**config.mk**
```make
export PLATFORM = sky130hd
export DESIGN_NAME = hps_bridge_ctrl_flat
export DESIGN_NICKNAME = d
export VERILOG_FILES = /design/src/rtl/hps_bridge_ctrl_if.sv /design/src/rtl/hps_bridge_ctrl.sv /design/src/flat_wrapper.sv
export SDC_FILE = /design/constraint.sdc
export NUM_CORES = 2
export LEC_CHECK = 0
export BUFFER_PORTS_ARGS = -buffer_cell sky130_fd_sc_hd__buf_4
export CORE_UTILIZATION = 35
export CTS_BUF_LIST = sky130_fd_sc_hd__clkbuf_16
export DETAILED_ROUTE_END_ITERATION = 8
export SLEW_MARGIN = 20
export SYNTH_ARGS = -nofsm -noshare
export SYNTH_HDL_FRONTEND = slang
export SYNTH_SLANG_ARGS = --single-unit
```
**constraint.sdc**
```tcl
create_clock -name clk_clk -period 13.35 [get_ports clk_clk]
set_clock_uncertainty 0.1 [all_clocks]
set_input_delay 1.335 -clock clk_clk [delete_from_list [all_inputs] [get_ports clk_clk]]
set_output_delay 1.335 -clock clk_clk [all_outputs]
set_load 0.1 [all_outputs]
```
**src/rtl/hps_bridge_ctrl_if.sv**
```systemverilog
// Bus bundle between the HPS PIO bridge, the HPS side and the recognition datapath.
// The slave modport is the bridge controller; the master modport is everything around it.
interface hps_bridge_ctrl_if;
  logic [31:0]  hps_cmd;
  logic [127:0] rx_data;
  logic         rx_data_ready;
  logic         rx_ack;
  logic [127:0] tx_data;
  logic         tx_read_request;
  logic         tx_ack;
  logic [127:0] s_data;
  logic         s_valid;
  logic         s_ready;
  logic [127:0] r_data;
  logic         r_valid;
  logic         r_ready;
  logic [31:0]  status;

  modport slave (
    input  hps_cmd, rx_data, rx_data_ready, tx_read_request, s_ready, r_data, r_valid,
    output rx_ack, tx_data, tx_ack, s_data, s_valid, r_ready, status
  );

  modport master (
    output hps_cmd, rx_data, rx_data_ready, tx_read_request, s_ready, r_data, r_valid,
    input  rx_ack, tx_data, tx_ack, s_data, s_valid, r_ready, status
  );
endinterface

```
**src/rtl/hps_bridge_ctrl.sv**
```systemverilog
// HPS<->FPGA 128-bit PIO bridge sequencer: command decode, 4-phase RX/TX handshakes, result FIFO.
// Optional handshake watchdog enabled by defining HPS_BRIDGE_WDOG_EN.
module hps_bridge_ctrl #(
  parameter int TX_DEPTH    = 8,
  parameter int WDOG_CYCLES = 4096
) (
  input  logic              clk_clk,
  input  logic              reset_reset,
  hps_bridge_ctrl_if.slave  bus
);
  localparam int AW = $clog2(TX_DEPTH);
  localparam int CW = AW + 1;

  if (TX_DEPTH < 2 || TX_DEPTH > 128 || (TX_DEPTH & (TX_DEPTH - 1)) != 0 || WDOG_CYCLES < 2)
  begin : g_bad_param
    $error("hps_bridge_ctrl: illegal TX_DEPTH or WDOG_CYCLES");
  end

  typedef enum logic {RX_IDLE, RX_WAIT} rx_state_t;
  typedef enum logic {TX_IDLE, TX_WAIT} tx_state_t;

  logic [1:0]    meta_reg, sync_reg;
  logic          rx_sync, tx_sync;
  logic [31:0]   cmd_q1_reg, cmd_q2_reg;
  logic [7:0]    last_tag_reg, last_tag_next;
  logic          running_reg, running_next;
  logic          wdog_err_reg, wdog_err_next;
  rx_state_t     rx_state_reg, rx_state_next;
  tx_state_t     tx_state_reg, tx_state_next;
  logic [127:0]  s_data_reg, s_data_next;
  logic          s_valid_reg, s_valid_next;
  logic          rx_ack_reg, rx_ack_next;
  logic [7:0]    rx_cnt_reg, rx_cnt_next;
  logic [127:0]  tx_data_reg;
  logic          tx_ack_reg, tx_ack_next;
  logic [AW-1:0] wr_ptr_reg, wr_ptr_next, rd_ptr_reg, rd_ptr_next;
  logic [CW-1:0] count_reg, count_next;
  logic          pop_skip_reg, pop_skip_next;
  logic          r_ready_reg, r_ready_next;
  logic [31:0]   status_reg, status_next;
  logic          cmd_exec, flush, push_en, pop_en, tx_load;
  logic          rx_timeout, tx_timeout, rx_block, tx_block;
  logic [127:0]  tx_mem [TX_DEPTH];

  assign rx_sync = sync_reg[0];
  assign tx_sync = sync_reg[1];

`ifdef HPS_BRIDGE_WDOG_EN
  localparam int WW = $clog2(WDOG_CYCLES + 1);
  logic [WW-1:0] rx_wd_reg, tx_wd_reg;
  logic          rx_block_reg, tx_block_reg;

  assign rx_timeout = (rx_state_reg == RX_WAIT) && (rx_wd_reg == WW'(WDOG_CYCLES - 1));
  assign tx_timeout = (tx_state_reg == TX_WAIT) && (tx_wd_reg == WW'(WDOG_CYCLES - 1));
  assign rx_block   = rx_block_reg;
  assign tx_block   = tx_block_reg;

  // After a timeout the HPS must drop its level before a new handshake may start.
  always_ff @(posedge clk_clk or posedge reset_reset) begin
    if (reset_reset) begin
      rx_wd_reg    <= '0;
      tx_wd_reg    <= '0;
      rx_block_reg <= 1'b0;
      tx_block_reg <= 1'b0;
    end else begin
      rx_wd_reg <= (rx_state_reg == RX_WAIT && !rx_timeout) ? rx_wd_reg + 1'b1 : '0;
      tx_wd_reg <= (tx_state_reg == TX_WAIT && !tx_timeout) ? tx_wd_reg + 1'b1 : '0;
      if (rx_timeout)   rx_block_reg <= 1'b1;
      else if (!rx_sync) rx_block_reg <= 1'b0;
      if (tx_timeout)   tx_block_reg <= 1'b1;
      else if (!tx_sync) tx_block_reg <= 1'b0;
    end
  end
`else
  assign rx_timeout = 1'b0;
  assign tx_timeout = 1'b0;
  assign rx_block   = 1'b0;
  assign tx_block   = 1'b0;
`endif

  assign cmd_exec = (cmd_q1_reg == cmd_q2_reg) && (cmd_q2_reg[31:24] != last_tag_reg);
  assign flush    = cmd_exec && (cmd_q2_reg[7:0] == 8'h03);

  always_comb begin
    last_tag_next = last_tag_reg;
    running_next  = running_reg;
    wdog_err_next = wdog_err_reg;
    rx_state_next = rx_state_reg;
    tx_state_next = tx_state_reg;
    s_data_next   = s_data_reg;
    s_valid_next  = s_valid_reg;
    rx_ack_next   = rx_ack_reg;
    rx_cnt_next   = rx_cnt_reg;
    tx_ack_next   = tx_ack_reg;
    wr_ptr_next   = wr_ptr_reg;
    rd_ptr_next   = rd_ptr_reg;
    count_next    = count_reg;
    pop_skip_next = pop_skip_reg;
    tx_load       = 1'b0;
    pop_en        = 1'b0;
    push_en       = 1'b0;

    if (cmd_exec) begin
      last_tag_next = cmd_q2_reg[31:24];
      case (cmd_q2_reg[7:0])
        8'h01:   running_next  = 1'b1;
        8'h02:   running_next  = 1'b0;
        8'h04:   wdog_err_next = 1'b0;
        default: ;
      endcase
    end
    if (rx_timeout || tx_timeout) wdog_err_next = 1'b1;

    if (s_valid_reg && bus.s_ready) s_valid_next = 1'b0;
    case (rx_state_reg)
      RX_IDLE: if (running_reg && rx_sync && !s_valid_reg && !rx_block) begin
        rx_state_next = RX_WAIT;
        s_data_next   = bus.rx_data;
        s_valid_next  = 1'b1;
        rx_ack_next   = 1'b1;
        rx_cnt_next   = rx_cnt_reg + 8'd1;
      end
      RX_WAIT: if (!rx_sync || rx_timeout) begin
        rx_state_next = RX_IDLE;
        rx_ack_next   = 1'b0;
      end
    endcase
    if (flush) s_valid_next = 1'b0;

    case (tx_state_reg)
      TX_IDLE: if (tx_sync && count_reg != '0 && !tx_block) begin
        tx_state_next = TX_WAIT;
        tx_ack_next   = 1'b1;
        tx_load       = 1'b1;
      end
      TX_WAIT: if (!tx_sync || tx_timeout) begin
        tx_state_next = TX_IDLE;
        tx_ack_next   = 1'b0;
        pop_en        = !tx_timeout && !pop_skip_reg && !flush;
        pop_skip_next = 1'b0;
      end
    endcase
    // A handshake that survives a flush must not pop the entry it was serving.
    if (flush && tx_state_next == TX_WAIT) pop_skip_next = 1'b1;

    if (flush) begin
      rd_ptr_next = wr_ptr_reg;
      count_next  = '0;
    end else begin
      push_en = bus.r_valid && r_ready_reg;
      if (push_en) wr_ptr_next = wr_ptr_reg + 1'b1;
      if (pop_en)  rd_ptr_next = rd_ptr_reg + 1'b1;
      count_next = count_reg + CW'(push_en) - CW'(pop_en);
    end

    r_ready_next = (count_next != CW'(TX_DEPTH));
    status_next  = {last_tag_next, 8'(count_next), rx_cnt_next, 4'b0000,
                    wdog_err_next, (count_next != '0), s_valid_next, running_next};
  end

  always_ff @(posedge clk_clk or posedge reset_reset) begin
    if (reset_reset) begin
      meta_reg     <= '0;
      sync_reg     <= '0;
      cmd_q1_reg   <= '0;
      cmd_q2_reg   <= '0;
      last_tag_reg <= '0;
      running_reg  <= 1'b0;
      wdog_err_reg <= 1'b0;
      rx_state_reg <= RX_IDLE;
      tx_state_reg <= TX_IDLE;
      s_data_reg   <= '0;
      s_valid_reg  <= 1'b0;
      rx_ack_reg   <= 1'b0;
      rx_cnt_reg   <= '0;
      tx_ack_reg   <= 1'b0;
      wr_ptr_reg   <= '0;
      rd_ptr_reg   <= '0;
      count_reg    <= '0;
      pop_skip_reg <= 1'b0;
      r_ready_reg  <= 1'b0;
      status_reg   <= '0;
    end else begin
      meta_reg     <= {bus.tx_read_request, bus.rx_data_ready};
      sync_reg     <= meta_reg;
      cmd_q1_reg   <= bus.hps_cmd;
      cmd_q2_reg   <= cmd_q1_reg;
      last_tag_reg <= last_tag_next;
      running_reg  <= running_next;
      wdog_err_reg <= wdog_err_next;
      rx_state_reg <= rx_state_next;
      tx_state_reg <= tx_state_next;
      s_data_reg   <= s_data_next;
      s_valid_reg  <= s_valid_next;
      rx_ack_reg   <= rx_ack_next;
      rx_cnt_reg   <= rx_cnt_next;
      tx_ack_reg   <= tx_ack_next;
      wr_ptr_reg   <= wr_ptr_next;
      rd_ptr_reg   <= rd_ptr_next;
      count_reg    <= count_next;
      pop_skip_reg <= pop_skip_next;
      r_ready_reg  <= r_ready_next;
      status_reg   <= status_next;
    end
  end

  always_ff @(posedge clk_clk) begin
    if (push_en) tx_mem[wr_ptr_reg] <= bus.r_data;
  end

  always_ff @(posedge clk_clk or posedge reset_reset) begin
    if (reset_reset)  tx_data_reg <= '0;
    else if (tx_load) tx_data_reg <= tx_mem[rd_ptr_reg];
  end

  assign bus.rx_ack  = rx_ack_reg;
  assign bus.s_data  = s_data_reg;
  assign bus.s_valid = s_valid_reg;
  assign bus.tx_data = tx_data_reg;
  assign bus.tx_ack  = tx_ack_reg;
  assign bus.r_ready = r_ready_reg;
  assign bus.status  = status_reg;
endmodule

```
**src/flat_wrapper.sv**
```systemverilog
// flat-port wrapper written by rule: the top's interface ports become plain ports
module hps_bridge_ctrl_flat 
#(
  parameter int TX_DEPTH    = 8,
  parameter int WDOG_CYCLES = 4096
)
  (clk_clk, reset_reset, bus_hps_cmd, bus_rx_data, bus_rx_data_ready, bus_tx_read_request, bus_s_ready, bus_r_data, bus_r_valid, bus_rx_ack, bus_tx_data, bus_tx_ack, bus_s_data, bus_s_valid, bus_r_ready, bus_status);
  hps_bridge_ctrl_if bus_i ();
  input  logic clk_clk;
  input  logic reset_reset;
  input wire logic [$bits(bus_i.hps_cmd)-1:0] bus_hps_cmd;
  input wire logic [$bits(bus_i.rx_data)-1:0] bus_rx_data;
  input wire logic [$bits(bus_i.rx_data_ready)-1:0] bus_rx_data_ready;
  input wire logic [$bits(bus_i.tx_read_request)-1:0] bus_tx_read_request;
  input wire logic [$bits(bus_i.s_ready)-1:0] bus_s_ready;
  input wire logic [$bits(bus_i.r_data)-1:0] bus_r_data;
  input wire logic [$bits(bus_i.r_valid)-1:0] bus_r_valid;
  output wire logic [$bits(bus_i.rx_ack)-1:0] bus_rx_ack;
  output wire logic [$bits(bus_i.tx_data)-1:0] bus_tx_data;
  output wire logic [$bits(bus_i.tx_ack)-1:0] bus_tx_ack;
  output wire logic [$bits(bus_i.s_data)-1:0] bus_s_data;
  output wire logic [$bits(bus_i.s_valid)-1:0] bus_s_valid;
  output wire logic [$bits(bus_i.r_ready)-1:0] bus_r_ready;
  output wire logic [$bits(bus_i.status)-1:0] bus_status;
  assign bus_i.hps_cmd = bus_hps_cmd;
  assign bus_i.rx_data = bus_rx_data;
  assign bus_i.rx_data_ready = bus_rx_data_ready;
  assign bus_i.tx_read_request = bus_tx_read_request;
  assign bus_i.s_ready = bus_s_ready;
  assign bus_i.r_data = bus_r_data;
  assign bus_i.r_valid = bus_r_valid;
  assign bus_rx_ack = bus_i.rx_ack;
  assign bus_tx_data = bus_i.tx_data;
  assign bus_tx_ack = bus_i.tx_ack;
  assign bus_s_data = bus_i.s_data;
  assign bus_s_valid = bus_i.s_valid;
  assign bus_r_ready = bus_i.r_ready;
  assign bus_status = bus_i.status;
  hps_bridge_ctrl #(.TX_DEPTH(TX_DEPTH), .WDOG_CYCLES(WDOG_CYCLES)) u_core (.clk_clk(clk_clk), .reset_reset(reset_reset), .bus(bus_i));
endmodule
```
Yosys cells after proc, flatten, opt, wreduce, memory -nomap -nowiden --
Memory sizes are Yosys's and may differ from the RTL's. A register that Yosys moved wholly into a read port is not among the register bits. Index checks and enable logic that the tools add are counted.
Storage, ports and cells: register bits 255, latch bits 0, bits in writable memories 1024, ROM bits 0, bits of input ports 294, output and inout port bits 292, word-level logic and storage cells 96, memories 1
Memories:
- u_core.tx_mem | depth 8, width 128, read ports 1, clocked after memory_dff 1, write ports 1, line hps_bridge_ctrl.sv:43 | logic [127:0] tx_mem [TX_DEPTH];
Operators by class: add/sub/neg operators 5, $mul 0, divide/modulo/power cells 0, $lt $le $gt $ge 0, equal/unequal tests 12, shifts and indexed selects 0, multiplexer cells 34, bitwise logic cells 3, reductions and logical operators 21
Operators by type and width (number):
- $eq 32x32->1 | 1
- $mux 8 | 3
- $mux 1 | 23
- $eq 8x2->1 const B | 2
- $pmux 1 s2 | 5
- $reduce_and 2->1 | 5
- $logic_and 1x1->1 | 9
- $add 8x1->8 const B | 1
- $eq 8x1->1 const B | 1
- $eq 8x3->1 const B | 1
- $ne 8x8->1 | 1
- $reduce_bool 4->1 | 2
- $add 3x1->3 const B | 2
- $mux 3 | 2
- $ne 2x2->1 const B | 3
- $add 4x1->4 | 1
- $mux 4 | 1
- $ne 2x1->1 const B | 2
- $ne 4x4->1 const B | 1
- $reduce_bool 2->1 | 2
- $sub 4x1->4 | 1
- $logic_not 1->1 | 3
- $not 1->1 | 3

Logic depth before layout (Yosys ltp) --
word-level depth 10, mapped depth 15, gate-level depth less buffers 13

Least setup slack after synthesis --
OpenSTA, ideal clock, no wires.
path kind register to register, start register u_core.last_tag_reg[5], end memory u_core.tx_mem[0][0] (enable), setup time 0.772 ns, data arrival time 10.844 ns, data required time 12.478 ns, setup slack 1.634 ns, stages on the path, launching flop included 8, path buffers 1, period minus slack after synthesis 11.716 ns, cells stage by stage dfrtp_1 > xor2_1 > nor4_2 > a211oi_1 > and4_1 > buf_6 > or3_4 > nor3_1
On the way: word-level cells in the longest chain between the ends 6
Ends and longest elaborated chain:
- start, declared | line hps_bridge_ctrl.sv:25 | logic [7:0] last_tag_reg, last_tag_next;
- start signal, assigned | line hps_bridge_ctrl.sv:188 | last_tag_reg <= last_tag_next;
- $ne 8x8->1 | line hps_bridge_ctrl.sv:81 | assign cmd_exec = (cmd_q1_reg == cmd_q2_reg) && (cmd_q2_reg[31:24] != last_tag_reg);
- $logic_and 1x1->1 | line hps_bridge_ctrl.sv:81
- $logic_and 1x1->1 | line hps_bridge_ctrl.sv:82 | assign flush = cmd_exec && (cmd_q2_reg[7:0] == 8'h03);
- $mux 1 | line hps_bridge_ctrl.sv:146 | if (flush) begin
- $mux 1 | line hps_bridge_ctrl.sv:208 | if (push_en) tx_mem[wr_ptr_reg] <= bus.r_data;
- $mux 1 (implied by the code) | line hps_bridge_ctrl.sv:208
- end, declared | line hps_bridge_ctrl.sv:43
Every way passes these cells.

Final worst setup path --
start register u_core.cmd_q2_reg[29], end memory u_core.tx_mem[5][42] (enable)
On the way: word-level cells in the longest chain between the ends 6, elaborated cells on any way between the ends 7, classes of those cells eq/ne: 2; mux: 3; reduce/logical: 2
Ends and longest elaborated chain:
- start, declared | line hps_bridge_ctrl.sv:24 | logic [31:0] cmd_q1_reg, cmd_q2_reg;
- start signal, assigned | line hps_bridge_ctrl.sv:187 | cmd_q2_reg <= cmd_q1_reg;
- $eq 32x32->1 / $ne 8x8->1 (equally long branches) | line hps_bridge_ctrl.sv:81
- $logic_and 1x1->1 * | line hps_bridge_ctrl.sv:81
- $logic_and 1x1->1 * | line hps_bridge_ctrl.sv:82
- $mux 1 * | line hps_bridge_ctrl.sv:146
- $mux 1 * | line hps_bridge_ctrl.sv:208
- $mux 1 (implied by the code) * | line hps_bridge_ctrl.sv:208
Every way passes the cells marked *; elsewhere a longest branch is shown, timed or not.

==> run summary <==
status: complete, no violations
total power: 14.0 mW
post-DR vias/cell: 4.86
Sw Pwr: 4.94 mW
cts bufs inserted: 148
MaxCap Viol Count: 0
Worst-Skew Late Latency: 0.79 ns
Synth area leader: edfxtp_1
RSZ-0062 raised after global routing: no
top_reg_cell synth: edfxtp_1
clk slew on worst S/H paths: 0.06 ns
CP max FO: 53
HPWL after DPL: 75600 um
DR WL/cell: 24.1 um
antenna viol nets, final: 0
Cell Chain, Critical Path: xor2_1, nor4_2, a211oi_1, and4_1, or3b_4, nor2_4, buf_4, buf_4, buf_4
max reg flops: 1024
Hold Fails Final Rpt: 0
Internal: 9.07 mW
Net Sw Frac: 35.3%
starting density of the core: 35.4%
CP most frequent cell: buf_4
Pleak: 23.2 nW
vias in the first global route: 25500
dominant cells by area after synthesis: edfxtp_1 (60%), dfrtp_1 (18%), mux4_2 (11%)
Least-Margin Pin Slew: 1.13 ns
final setup violating endpoints: 0
gpl congestion: 0.765
first-pass GRT wire length: 177000 um
worst-case vdd ir drop: 0.182 mV
count of input and output buffers: 576
antenna violations before repair: 32
overall global routing resource usage: 16.6%
Power Density: 224 mW/mm^2
Core ar.: 0.144 mm^2
startpoint type of the worst setup path: register
pin count of the biggest net entering global routing: 136
Area growth syn-to-layout: 22.4%
Ys Warns: 0
depth of the CTS H-tree: 4
Worst EP arrival: 5.06 ns
HP Class: register to register
DIE HEIGHT: 384 um
asr flop ratio synth: 26.0%
clk buf depth: 3
Mapped Avg Cell Area: 20.9 um^2
share of cells above drive strength 1: 38.5%
synth unique cells: 42
Slew Viols, Final: 0
Layout Nets: 3386
Die Width: 384 um
post-synthesis sequential area ratio: 77.7%
CP Data Required Time: 13.64 ns
Post-CTS Setup Bufs: 0
drt pass-1 iters: 5
slowest cell delay on critical path: 0.82 ns
CP endpoint kind: register
WS Path Type: register to register
Rel. slew slack: 24.9%
DIE AREA: 0.148 mm^2
Root Buffer: clkbuf_16
synthesized instance count: 2449
starting DRC count in detailed routing: 1291
Critical Path Slowest Stage Cell: buf_4
TNS Setup: 0 ns
post-synthesis cell area: 0.0512 mm^2
number of I/O pins: 586
Post-synth EDFFs: 1024
FMAX: 0.209 GHz
Num Clock Sinks: 1383
Final Critical Period: 4.78 ns
hold buffers post-CTS: 0
Tcrit/Tclk final: 35.8%
Remaining DRCs: 0
grt ovf: 0
Fill cells: 12500
Final Routed Wirelength: 123000 um
site row count: 139
clock power share: 29.1%
top post-synthesis cells by count: edfxtp_1 (1024), dfrtp_1 (359), mux4_2 (256)
CTS tree: done
combinational power share: 30.7%
routed vias: 24900
post-cts resize count: 0
register share of total power: 40.2%
count leader, synth: edfxtp_1
Synth Register Bits: 1383
post-synth top area share: 60.1%
[cell families after synthesis]
kind of cell	count (synthesis)	share of synthesized area, %
AO/OA/AOI/OAI	147	1.48
other	1	0.00733
AND/OR/NAND/NOR	194	1.68
XOR/XNOR	52	0.890
multiplexers	523	16.8
adder cells (fa/ha/maj)	9	0.235
buffers and inverters	140	1.23
flip-flops	1383	77.7
[metal layers]
layer  up-vias  GRT usage [%]  wire (um)  share of wire, %
li1      11000              -          -                 -
met1     12900           19.3      47600                39
met2       726           28.4      63000                51
met3       207           5.83       9420               7.6
met4        50           5.40       3000               2.4
met5         -              0        340              0.28
[critical path, delay by kind of cell (launching register included)]
kind,cells,cell delay (ns)
DFF,1,0.42
and+or+nand+nor,4,1.46
buffers and inverters,3,2.00
AOI/OAI and AO/OA,1,0.15
xor gates and xnor gates,1,0.17
[cell type report]
| type | count | area, um^2 | share of cell area [%] |
|---|---|---|---|
| multi-input combinational | 934 | 10900 | 17.4 |
| clock inverter | 122 | 1080 | 1.72 |
| antenna | 8 | 20.0 | 0.0320 |
| timing repair buffer | 607 | 4640 | 7.41 |
| tap | 1903 | 2380 | 3.80 |
| inverter | 9 | 41.3 | 0.0659 |
| clock buffer | 153 | 3830 | 6.11 |
| sequential | 1383 | 39700 | 63.4 |
[worst paths after layout]
| path | start | depth (start not counted) | slack (ns) | end |
|---|---|---|---|---|
| worst min-delay path | u_core.meta_reg[0] | 0 | 0.24 | u_core.sync_reg[0] |
| min in group asynchronous | reset_reset | 2 | 0.63 | u_core.count_reg[2] |
| worst min register to register | u_core.meta_reg[0] | 0 | 0.24 | u_core.sync_reg[0] |
| max in group asynchronous | reset_reset | 4 | 10.42 | u_core.bus.tx_data[68] |
| worst max register to register | u_core.cmd_q2_reg[29] | 9 | 8.57 | u_core.tx_mem[5][42] |
| worst max-delay path | u_core.cmd_q2_reg[29] | 9 | 8.57 | u_core.tx_mem[5][42] |
[cells in the final DEF (no fill, tap or decap), types with 3 or more instances in the layout]
cell,count
a21o_1,3
a21oi_1,134
buf_12,7
buf_4,600
bufinv_16,14
clkbuf_16,153
clkinv_1,27
clkinv_2,24
clkinv_8,3
clkinvlp_4,5
conb_1,9
dfrtp_1,356
dfrtp_4,3
diode_2,8
edfxtp_1,1024
ha_1,8
inv_1,41
inv_16,5
inv_2,3
inv_6,4
mux2_2,138
mux2i_1,129
mux4_2,256
nand2_1,14
nand2b_1,4
nand4_1,12
nor2_1,138
nor2_4,6
nor4_2,3
o21ai_0,6
xnor2_1,38
xor2_1,14
[through the flow]
step	utilization, %	hold WS [ns]	cell area, um^2	cells	setup WS (ns)
after CTS	43.4	0.248	62600	5111	8.40
after floorplan	-	0.231	51200	2457	1.63
after global routing	43.4	0.253	62600	5113	8.22
after detailed placement	40.0	0.237	57700	4836	8.43
after global placement	40.0	0.233	57700	4836	8.45
final	43.4	0.236	62600	5119	8.57
[power groups by stage]
stage               clock network, mW  registers [mW]  logic [mW]
detailed placement                  0            5.73        4.40
CTS                              4.19            5.65        4.41
global placement                    0            5.72        4.39
global route                     4.35            5.70        4.55
finish                           4.08            5.64        4.30
floorplan                           0            7.01        1.94
Note: power is estimated with default switching activity, not from simulation.
